--- src/rtl/fifo_pkg.sv ---
// Shared definitions for the fifo32 family: data width, read-latency modes,
// delivered-word counter width and the read-latency legality check.
package fifo_pkg;

    localparam int FIFO32_WIDTH = 32;
    localparam int FIFO32_DEPTH = 512;
    localparam int COUNT_W      = 16;

    typedef enum int {
        RLAT_FWFT = 0,
        RLAT_REG  = 1
    } rlatency_e;

    typedef logic [COUNT_W-1:0] count_t;
    typedef logic [1:0]         occ_t;

    function automatic bit rlatencyLegal(input int rlat);
        return (rlat == int'(RLAT_FWFT)) || (rlat == int'(RLAT_REG));
    endfunction

endpackage

--- src/rtl/fifo32_reader_buf.sv ---
// Two-entry in-order queue; head is a flop so the stream data is registered.
// Flush dominates, and a push is accepted when full only alongside a pop.
module fifo32_reader_buf
    import fifo_pkg::*;
#(
    parameter int WIDTH = FIFO32_WIDTH
) (
    input  logic             clk,
    input  logic             rst,
    input  logic             push_i,
    input  logic [WIDTH-1:0] wdata_i,
    input  logic             pop_i,
    input  logic             flush_i,
    output logic [WIDTH-1:0] head_o,
    output occ_t             count_o
);

    logic [WIDTH-1:0] head_q, head_d;
    logic [WIDTH-1:0] tail_q, tail_d;
    occ_t             count_q, count_d;
    logic             popOk;
    logic             pushOk;

    assign popOk  = pop_i && (count_q != 2'd0);
    assign pushOk = push_i && ((count_q != 2'd2) || popOk);

    // Simultaneous pop and push shifts the tail forward and refills behind it.
    always_comb begin
        head_d  = head_q;
        tail_d  = tail_q;
        count_d = count_q;
        if (flush_i) begin
            count_d = 2'd0;
        end else if (popOk && pushOk) begin
            if (count_q == 2'd1) begin
                head_d = wdata_i;
            end else begin
                head_d = tail_q;
                tail_d = wdata_i;
            end
        end else if (popOk) begin
            head_d  = tail_q;
            count_d = count_q - 2'd1;
        end else if (pushOk) begin
            if (count_q == 2'd0) begin
                head_d = wdata_i;
            end else begin
                tail_d = wdata_i;
            end
            count_d = count_q + 2'd1;
        end
    end

    always_ff @(posedge clk) begin
        if (rst) begin
            count_q <= 2'd0;
        end else begin
            count_q <= count_d;
        end
    end

    always_ff @(posedge clk) begin
        head_q <= head_d;
        tail_q <= tail_d;
    end

    assign head_o  = head_q;
    assign count_o = count_q;

endmodule

--- src/rtl/fifo32_reader.sv ---
// Drains a FWFT or registered-read FIFO into a valid/ready stream through a
// 2-entry buffer, counting every delivered word.
module fifo32_reader
    import fifo_pkg::*;
#(
    parameter int WIDTH    = FIFO32_WIDTH,
    parameter int RLATENCY = 0
) (
    input  logic               clk,
    input  logic               rst,
    output logic               o_pop,
    input  logic               i_empty,
    input  logic [WIDTH-1:0]   i_rdata,
    input  logic               i_flush,
    output logic               o_valid,
    input  logic               i_ready,
    output logic [WIDTH-1:0]   o_data,
    output logic [COUNT_W-1:0] o_count
);

    if (!rlatencyLegal(RLATENCY)) begin : g_badRlatency
        $error("fifo32_reader: RLATENCY must be 0 or 1");
    end

    occ_t   bufCount;
    occ_t   reserved;
    logic   inFlight_q;
    logic   bufPush;
    logic   handshake;
    count_t delivered_q, delivered_d;

    assign o_valid   = (bufCount != 2'd0) && !rst;
    assign handshake = o_valid && i_ready;
    assign reserved  = bufCount + {1'b0, inFlight_q};

    // A pop at full reservation is allowed only when a slot frees at the same edge.
    assign o_pop = !i_empty && !i_flush && !rst &&
                   ((reserved < 2'd2) || ((reserved == 2'd2) && handshake));

    if (RLATENCY == int'(RLAT_REG)) begin : g_regRead
        always_ff @(posedge clk) begin
            if (rst || i_flush) begin
                inFlight_q <= 1'b0;
            end else begin
                inFlight_q <= o_pop;
            end
        end
        assign bufPush = inFlight_q;
    end else begin : g_fwftRead
        assign inFlight_q = 1'b0;
        assign bufPush    = o_pop;
    end

    fifo32_reader_buf #(
        .WIDTH (WIDTH)
    ) u_buf (
        .clk     (clk),
        .rst     (rst),
        .push_i  (bufPush),
        .wdata_i (i_rdata),
        .pop_i   (handshake),
        .flush_i (i_flush),
        .head_o  (o_data),
        .count_o (bufCount)
    );

    // A handshake coinciding with a flush is discarded, so it is not counted.
    always_comb begin
        delivered_d = delivered_q;
        if (handshake && !i_flush) begin
            delivered_d = delivered_q + count_t'(1);
        end
    end

    always_ff @(posedge clk) begin
        if (rst) begin
            delivered_q <= '0;
        end else begin
            delivered_q <= delivered_d;
        end
    end

    assign o_count = rst ? '0 : delivered_q;

endmodule

--- config.mk ---
export PLATFORM = sky130hd
export DESIGN_NAME = fifo32_reader
export DESIGN_NICKNAME = d
export VERILOG_FILES = /design/src/rtl/fifo_pkg.sv /design/src/rtl/fifo32_reader_buf.sv /design/src/rtl/fifo32_reader.sv
export SDC_FILE = /design/constraint.sdc
export NUM_CORES = 1
export LEC_CHECK = 0
export CORE_ASPECT_RATIO = 1.75
export CORE_MARGIN = 5
export CORE_UTILIZATION = 56
export CTS_BUF_LIST = sky130_fd_sc_hd__clkbuf_16
export DETAILED_ROUTE_END_ITERATION = 8
export DONT_BUFFER_PORTS = 1
export PLACE_DENSITY = 0.71
export SKIP_CTS_REPAIR_TIMING = 1
export SLEW_MARGIN = 30
export SYNTH_ARGS = -nofsm -noshare
export SYNTH_HDL_FRONTEND = slang
export SYNTH_SLANG_ARGS = --single-unit
--- constraint.sdc ---
create_clock -name clk -period 5.3 [get_ports clk]
set_clock_uncertainty 0.05 [all_clocks]
set_input_delay 1.06 -clock clk [delete_from_list [all_inputs] [get_ports clk]]
set_output_delay 1.06 -clock clk [all_outputs]
set_load 0.01 [all_outputs]
==> results of run 1 <==
-- flip-flops by register name (all words and copies together) (netlist names) --
register       flops
delivered_q       16
u_buf.count_o      2
u_buf.head_o      32
u_buf.tail_q      32
-- cell usage in the layout (no fill, tap or decap), drive strengths merged, types with 3 or more instances in the layout --
cell    instances
a21oi           4
buf             3
clkbuf          9
clkinv          4
dfxtp          18
edfxtp         64
ha              6
inv             8
mux2           37
nand2           5
nand3           3
nand4           7
nor2           18
nor2b          12
nor3            5
o21ai           5
xor2            7
-- logic make-up after synthesis --
logic type / Yosys count / share of synthesized area, %
flip-flops: 82 / 67.41
AND/OR/NAND/NOR: 63 / 11.01
multiplexers: 37 / 12.31
buffers and inverters: 15 / 2.476
AO/OA/AOI/OAI: 13 / 2.254
XOR/XNOR: 9 / 2.328
adder cells (fa/ha/maj): 6 / 2.217
-- path summary, 6_finish.rpt --
kind                            slack [ns]                            to                          start  cells after the start
worst max-delay path                  2.01     u_buf.tail_q[4]$_DFFE_PP_  u_buf.count_o[1]$_SDFFE_PP0P_                     10
worst max register to register        2.01     u_buf.tail_q[4]$_DFFE_PP_  u_buf.count_o[1]$_SDFFE_PP0P_                     10
worst min register to register        0.46  delivered_q[13]$_SDFFE_PP0P_   delivered_q[13]$_SDFFE_PP0P_                      2
worst min-delay path                  0.46  delivered_q[13]$_SDFFE_PP0P_   delivered_q[13]$_SDFFE_PP0P_                      2
-- power by group through the flow --
stage	clock network, W	logic, W	registers (W)
CTS	0.000550	0.0000361	0.000716
global placement	0	0.0000340	0.000729
finish	0.000538	0.0000352	0.000716
floorplan	0	0.0000328	0.000728
global route	0.000579	0.0000392	0.000717
detailed placement	0	0.0000358	0.000730
-- worst max-delay path, delay by kind of cell, from the launching register on --
family	cells	cell delay [ns]
adder cells (fa/ha/maj)	2	0.52
flip-flops	1	0.40
AO/OA/AOI/OAI	1	0.09
buffers and inverters	3	0.60
AND/OR/NAND/NOR	4	1.29
-- per-layer routing --
metal  part of all wire (%)  vias to the layer above
met2                     51                       57
li1                       -                      843
met5                      0                        -
met4                    1.8                        0
met3                    8.1                        5
met1                     39                      826
-- cell usage after synthesis, drive strengths merged, types with 3 or more instances --
| library cell | n | area, sq um |
|---|---|---|
| a21oi | 4 | 20.02 |
| buf | 7 | 53.79 |
| dfxtp | 18 | 360.4 |
| edfxtp | 64 | 1922 |
| ha | 6 | 75.07 |
| inv | 7 | 26.28 |
| mux2 | 37 | 416.7 |
| nand2 | 5 | 18.77 |
| nand3 | 3 | 15.01 |
| nand4 | 7 | 58.81 |
| nor2 | 18 | 67.56 |
| nor2b | 12 | 75.07 |
| nor3 | 5 | 25.02 |
| o21ai | 5 | 25.02 |
| xor2 | 7 | 61.31 |
-- through the flow --
stage / utilization (%) / cell area (sq um) / std cells / total power (W) / setup slack [ns]
final: 63.91 / 3757 / 314 / 0.001288 / 2.010
after global routing: 63.91 / 3757 / 314 / 0.001335 / 1.657
after CTS: 63.91 / 3757 / 314 / 0.001302 / 1.968
after detailed placement: 59.44 / 3495 / 298 / 0.0007655 / 1.716
after global placement: 58.97 / 3467 / 297 / 0.0007633 / 1.783
after floorplan: - / 3392 / 225 / 0.0007608 / 1.083
-- final cells by class --
class | instances | area, sq um | share of cell area (%)
well taps | 78 | 97.59 | 2.597
clock buffers | 9 | 225.2 | 5.994
inverters | 7 | 26.28 | 0.6993
flip-flops and latches | 82 | 2282 | 60.74
clock inverters | 7 | 37.54 | 0.9990
multi-input cells | 128 | 1046 | 27.84
repair buffers | 3 | 42.54 | 1.132
==> impl_summary.log, run 1 <==
[metrics] io pins: 87
[metrics] cell breakdown of the critical path: inv_1 > ha_1 > nor2_1 > nand2_1 > inv_1 > ha_1 > nand2b_1 > o21ai_0 > nor4b_4 > buf_4
[metrics] half-perimeter wire length after placement: 4055 microns
[metrics] unrepaired setup endpoints after global routing: false
[metrics] total negative slack: 0 ns
[metrics] drt total wl: 5685 microns
[metrics] worst-case headroom to the max-slew limit: 40.45%
[metrics] DR iter-0 viols: 150
[metrics] total power per unit cell area: 342.9 mW/mm^2
[metrics] Antenna Violating Nets Remaining: 0
[metrics] wire length per cell after detailed routing: 18.11 microns
[metrics] master cell of the clock root buffer: sky130_fd_sc_hd__clkbuf_16
[metrics] number of synthesis warnings: 0
[metrics] total via count in the routed design: 1,731
[metrics] Sw Share: 19.56%
[metrics] CP Capture Type: register
[metrics] max-slew violation total from the final report: 0
[metrics] clock share of power: 41.7%
[metrics] total iterations of the first detailed-routing run: 4
[metrics] Cells after Synth: 225
[metrics] maximum number of pins on one net before global-route repair: 37
[metrics] fill cell instance count of the final layout: 459
[metrics] # port buffers: 0
[metrics] number of design rule violations left after detail routing: 0
[metrics] distinct cell type count after synthesis: 36
[metrics] standard-cell rows: 37
[metrics] register share of total power: 55.5%
[metrics] net total in the final layout: 274
[metrics] overall track demand over capacity in global routing: 15.78%
[metrics] met1 global-route usage: 18.65%
[metrics] number of register bits inferred by synthesis: 82
[metrics] number of antenna violations at the first check in global routing: 0
[metrics] CP Max Fanout: 20
[metrics] final period demand of the worst path: 3.290 ns
[metrics] worst stage delay on the critical path: 0.71 ns
[metrics] fraction of final layout cells sized beyond drive strength 1: 24.58%
[metrics] layout-stage area growth over the synthesis result: 10.98%
[metrics] critical path required time: 5.25 ns
[metrics] clock tree from TritonCTS: built
[metrics] Core Footprint: 0.005879 sq mm
[metrics] async set or reset register ratio after synthesis: 0%
[metrics] classification of the worst setup path: reg2reg
[metrics] buffer levels on the longest clock path: 2
[metrics] post-route worst hold slack: 0.4611 ns
[metrics] Final Hold Violating Endpoints: 0
[metrics] count of flip-flops with a built-in enable after synthesis: 64
[metrics] max-cap violations: 0
[metrics] via count normalized by instance count: 5.513
[metrics] arrival time reported for the critical path endpoint: 3.24 ns
[metrics] vertical extent of the die: 112.9 microns
[metrics] Crit-path slowest cell: sky130_fd_sc_hd__nor4b_4
[metrics] sequential area share after synthesis: 67.41%
[metrics] type of origin of the critical path: register
[metrics] switching power of the nets: 0.0002520 W
[metrics] class of the tightest hold or removal check: reg2reg
[metrics] total number of clock tree sinks: 82
[metrics] Global Route met3 Usage: 6.356%
[metrics] GP Congestion: 0.8104
[metrics] run status: completed
[metrics] first-pass GRT wire length: 8921 microns
[metrics] CTS buffer count: 9
[metrics] post-synth net total: 268
[metrics] transition time at the pin with the least slew margin: 0.8933 ns
[metrics] Clk pin slew, worst setup/hold paths: 0.06 ns
[metrics] initial standard-cell utilization of the core: 57.59%
[metrics] maximum level of the CTS H-tree: 3
[metrics] number of inserted diodes: 0
[metrics] Max IR drop VDD: 218.2 uV
[metrics] final setup violation count: 0
[metrics] gr busiest metal: met2
[metrics] average instance area after synthesis: 15.05 sq um
[metrics] clock latency on the worst-skew pair: 0.32 ns
[metrics] leakage power summed over all cells: 1.269 nW
[metrics] share of the clock period used by the worst path after layout: 62.08%
[metrics] vias in the first global route: 1,757
[metrics] flip-flop cell with the highest count after synthesis: sky130_fd_sc_hd__edfxtp_1
[metrics] Netlist Area Pre-Place: 0.003386 sq mm
[metrics] FMAX: 303.9 MHz
[metrics] internal power of the cells: 0.001036 W
[metrics] die footprint: 0.007762 sq mm
[metrics] GR Overflow Total: 0
[metrics] met2 demand-to-capacity share in global routing: 24.57%
[metrics] combinational group share of total power: 2.7%
[metrics] Die W: 68.78 microns
No activity file was read; power rests on OpenSTA's default activity.
==> run 2, diff against run 1 <==
--- a/config.mk
+++ b/config.mk
@@ -7,11 +7,11 @@
 export LEC_CHECK = 0
 export CORE_ASPECT_RATIO = 1.75
 export CORE_MARGIN = 5
-export CORE_UTILIZATION = 56
+export CORE_UTILIZATION = 61
 export CTS_BUF_LIST = sky130_fd_sc_hd__clkbuf_16
 export DETAILED_ROUTE_END_ITERATION = 8
 export DONT_BUFFER_PORTS = 1
-export PLACE_DENSITY = 0.71
+export PLACE_DENSITY = 0.74
 export SKIP_CTS_REPAIR_TIMING = 1
 export SLEW_MARGIN = 30
 export SYNTH_ARGS = -nofsm -noshare
==> constraint.sdc (replaced) <==
create_clock -name clk -period 3.4 [get_ports clk]
set_clock_uncertainty 0.05 [all_clocks]
set_input_delay 0.68 -clock clk [delete_from_list [all_inputs] [get_ports clk]]
set_output_delay 0.68 -clock clk [all_outputs]
set_load 0.01 [all_outputs]
==> run 2 against run 1 <==
  * Setup slack got worse by 1.5 ns
  * Wire length rose by 4.1%
  * Critical path depth unchanged
  * Critical path type unchanged
  * Largest cell class unchanged
  * Largest power group unchanged
==> impl_summary.log, run 2 (synthesized netlist as in run 1, its figures left out) <==
[metrics] delay-heaviest family, CP: simple AND/OR/NAND/NOR gates
[metrics] total power per unit cell area: 581.1 mW/mm^2
[metrics] internal power of the cells: 0.001840 W
[metrics] cell breakdown of the critical path: inv_1 > ha_1 > nor2_1 > nand2_1 > inv_1 > ha_1 > nand2b_1 > o21ai_0 > nor4b_4 > buf_4
[metrics] die footprint: 0.007199 sq mm
[metrics] arrival time reported for the critical path endpoint: 2.86 ns
[metrics] final setup violation count: 0
[metrics] FMAX: 340.4 MHz
[metrics] GR Overflow Total: 0
[metrics] Core Footprint: 0.005495 sq mm
[metrics] via count normalized by instance count: 5.759
[metrics] total number of clock tree sinks: 82
[metrics] fraction of final layout cells sized beyond drive strength 1: 24.68%
[metrics] number of inserted diodes: 0
[metrics] net total in the final layout: 274
[metrics] CP Max Fanout: 32
[metrics] critical path required time: 3.32 ns
[metrics] clock share of power: 47.3%
[metrics] commonest non-fill, non-tap cell in the layout: sky130_fd_sc_hd__edfxtp_1
[metrics] buffer levels on the longest clock path: 2
[metrics] GP Congestion: 0.7571
[metrics] startpoint of the tightest hold check path: rst
[metrics] sequential cell area: 0.002282 sq mm
[metrics] classification of the worst setup path: reg2reg
[metrics] Multi-input gate area: 0.001046 sq mm
[metrics] Max IR drop VDD: 334.2 uV
[metrics] CP Capture Type: register
[metrics] # port buffers: 0
[metrics] type of origin of the critical path: register
[metrics] worst-case headroom to the max-slew limit: 52.69%
[metrics] combinational group share of total power: 2.5%
[metrics] clock latency on the worst-skew pair: 0.32 ns
[metrics] switching power of the nets: 0.0003825 W
[metrics] io pins: 87
[metrics] Register-to-Register Setup Slack: 0.46 ns
[metrics] FF-to-FF path depth: 10
[metrics] placed standard-cell area: 0.003465 sq mm
[metrics] drt total wl: 5917 microns
[metrics] share of the clock period used by the worst path after layout: 86.39%
[metrics] DR iter-0 viols: 104
[metrics] unrepaired setup endpoints after global routing: false
[metrics] worst stage delay on the critical path: 0.42 ns
[metrics] first-pass GRT wire length: 9101 microns
[metrics] register share of total power: 50.2%
[metrics] Die W: 66.32 microns
[metrics] commonest non-fill, non-tap cells in the layout: 64 x sky130_fd_sc_hd__edfxtp_1, 37 x sky130_fd_sc_hd__mux2_2, 18 x sky130_fd_sc_hd__nor2_1, 18 x sky130_fd_sc_hd__dfxtp_1, 12 x sky130_fd_sc_hd__nor2b_1
[metrics] Sw Share: 17.21%
[metrics] number of design rule violations left after detail routing: 0
[metrics] clock tree from TritonCTS: built
[metrics] leakage power summed over all cells: 1.298 nW
[metrics] layout-stage area growth over the synthesis result: 12.93%
[metrics] total iterations of the first detailed-routing run: 4
[metrics] Clk pin slew, worst setup/hold paths: 0.06 ns
[metrics] master cell of the clock root buffer: sky130_fd_sc_hd__clkbuf_16
[metrics] total negative slack: 0 ns
[metrics] Hold Path Cell Cnt: 1
[metrics] pre-CTS setup slack: 0.2852 ns
[metrics] wire length per cell after detailed routing: 19.03 microns
[metrics] max-cap violations: 0
[metrics] Crit-path slowest cell: sky130_fd_sc_hd__buf_4
[metrics] run status: completed
[metrics] vertical extent of the die: 108.6 microns
[metrics] max-slew violation total from the final report: 0
[metrics] Worst Hold Endpoint: delivered_q[14]$_SDFFE_PP0P_
[metrics] maximum number of pins on one net before global-route repair: 37
[metrics] Final Hold Violating Endpoints: 0
[metrics] vias in the first global route: 1,888
[metrics] half-perimeter wire length after placement: 4350 microns
[metrics] total via count in the routed design: 1,791
[metrics] Antenna Violating Nets Remaining: 0
[metrics] number of antenna violations at the first check in global routing: 0
[metrics] maximum level of the CTS H-tree: 3
[metrics] initial standard-cell utilization of the core: 61.61%
[metrics] count of buffering cells on the critical path with inverters included: 3
[metrics] post-route worst setup slack: 0.4626 ns
[metrics] class of the tightest hold or removal check: in2reg
[metrics] transition time at the pin with the least slew margin: 0.7066 ns
[metrics] CTS buffer count: 9
[metrics] post-layout instance area: 0.003824 sq mm
[metrics] final period demand of the worst path: 2.937 ns
[metrics] standard-cell rows: 36
[metrics] Worst setup startpoint: u_buf.count_o[0]$_SDFFE_PP0P_
[metrics] fraction of the core area covered by cells at the end of the flow: 69.58%
[metrics] reg-to-reg endpoint: u_buf.tail_q[9]$_DFFE_PP_
[metrics] overall track demand over capacity in global routing: 17.43%
[metrics] post-route worst hold slack: 0.3766 ns
[metrics] R2R Path Start: u_buf.count_o[0]$_SDFFE_PP0P_
[metrics] fill cell instance count of the final layout: 428
[run 2: routing by layer]
| layer | up-vias | global-route usage [%] | wire length [microns] |
|---|---|---|---|
| met3 | 12 | 6.757 | 416 |
| met4 | 0 | 8.866 | 161 |
| li1 | 847 | - | - |
| met2 | 76 | 31.98 | 3373 |
| met1 | 856 | 15.97 | 1966 |
| met5 | - | 0 | 0 |
[run 2: worst max path at each step]
stage | endpoint | slack (ns) | depth (start not counted)
6_report | u_buf.tail_q[9]$_DFFE_PP_ | 0.46 | 10
5_1_grt | u_buf.tail_q[9]$_DFFE_PP_ | 0.20 | 10
3_5_place_dp | u_buf.head_o[23]$_DFFE_PP_ | 0.29 | 8
4_1_cts | u_buf.head_o[23]$_DFFE_PP_ | 0.26 | 8
3_3_place_gp | u_buf.head_o[24]$_DFFE_PP_ | 0.54 | 8
2_1_floorplan | u_buf.tail_q[0]$_DFFE_PP_ | 0.30 | 8
[run 2: worst register-to-register path, stage by stage (launching register included)]
cell,delay [ns]
sky130_fd_sc_hd__dfxtp_1,0.38
sky130_fd_sc_hd__inv_1,0.09
sky130_fd_sc_hd__ha_1,0.31
sky130_fd_sc_hd__nor2_1,0.29
sky130_fd_sc_hd__nand2_1,0.21
sky130_fd_sc_hd__inv_1,0.14
sky130_fd_sc_hd__ha_1,0.24
sky130_fd_sc_hd__nand2b_1,0.13
sky130_fd_sc_hd__o21ai_0,0.11
sky130_fd_sc_hd__nor4b_4,0.21
sky130_fd_sc_hd__buf_4,0.42
[run 2: power groups by stage]
stage / clock, W / combinational (W) / sequential, W
finish: 0.00105 / 0.0000554 / 0.00112
global route: 0.00113 / 0.0000605 / 0.00112
CTS: 0.00107 / 0.0000551 / 0.00112
detailed placement: 0 / 0.0000548 / 0.00114
global placement: 0 / 0.0000498 / 0.00114
floorplan: 0 / 0.0000519 / 0.00113
[run 2: layout make-up]
type / count / area share, %
well taps: 76 / 2.487
multi-input cells: 128 / 27.36
repair buffers: 3 / 1.113
clock inverters: 6 / 2.781
clock buffers: 9 / 5.890
flip-flops and latches: 82 / 59.69
inverters: 7 / 0.6872
[run 2: stage by stage]
stage | cells | power, W
3_5_place_dp | 295 | 0.001192
3_3_place_gp | 295 | 0.001187
4_1_cts | 310 | 0.002242
5_1_grt | 311 | 0.002304
6_report | 311 | 0.002222
2_1_floorplan | 225 | 0.001187
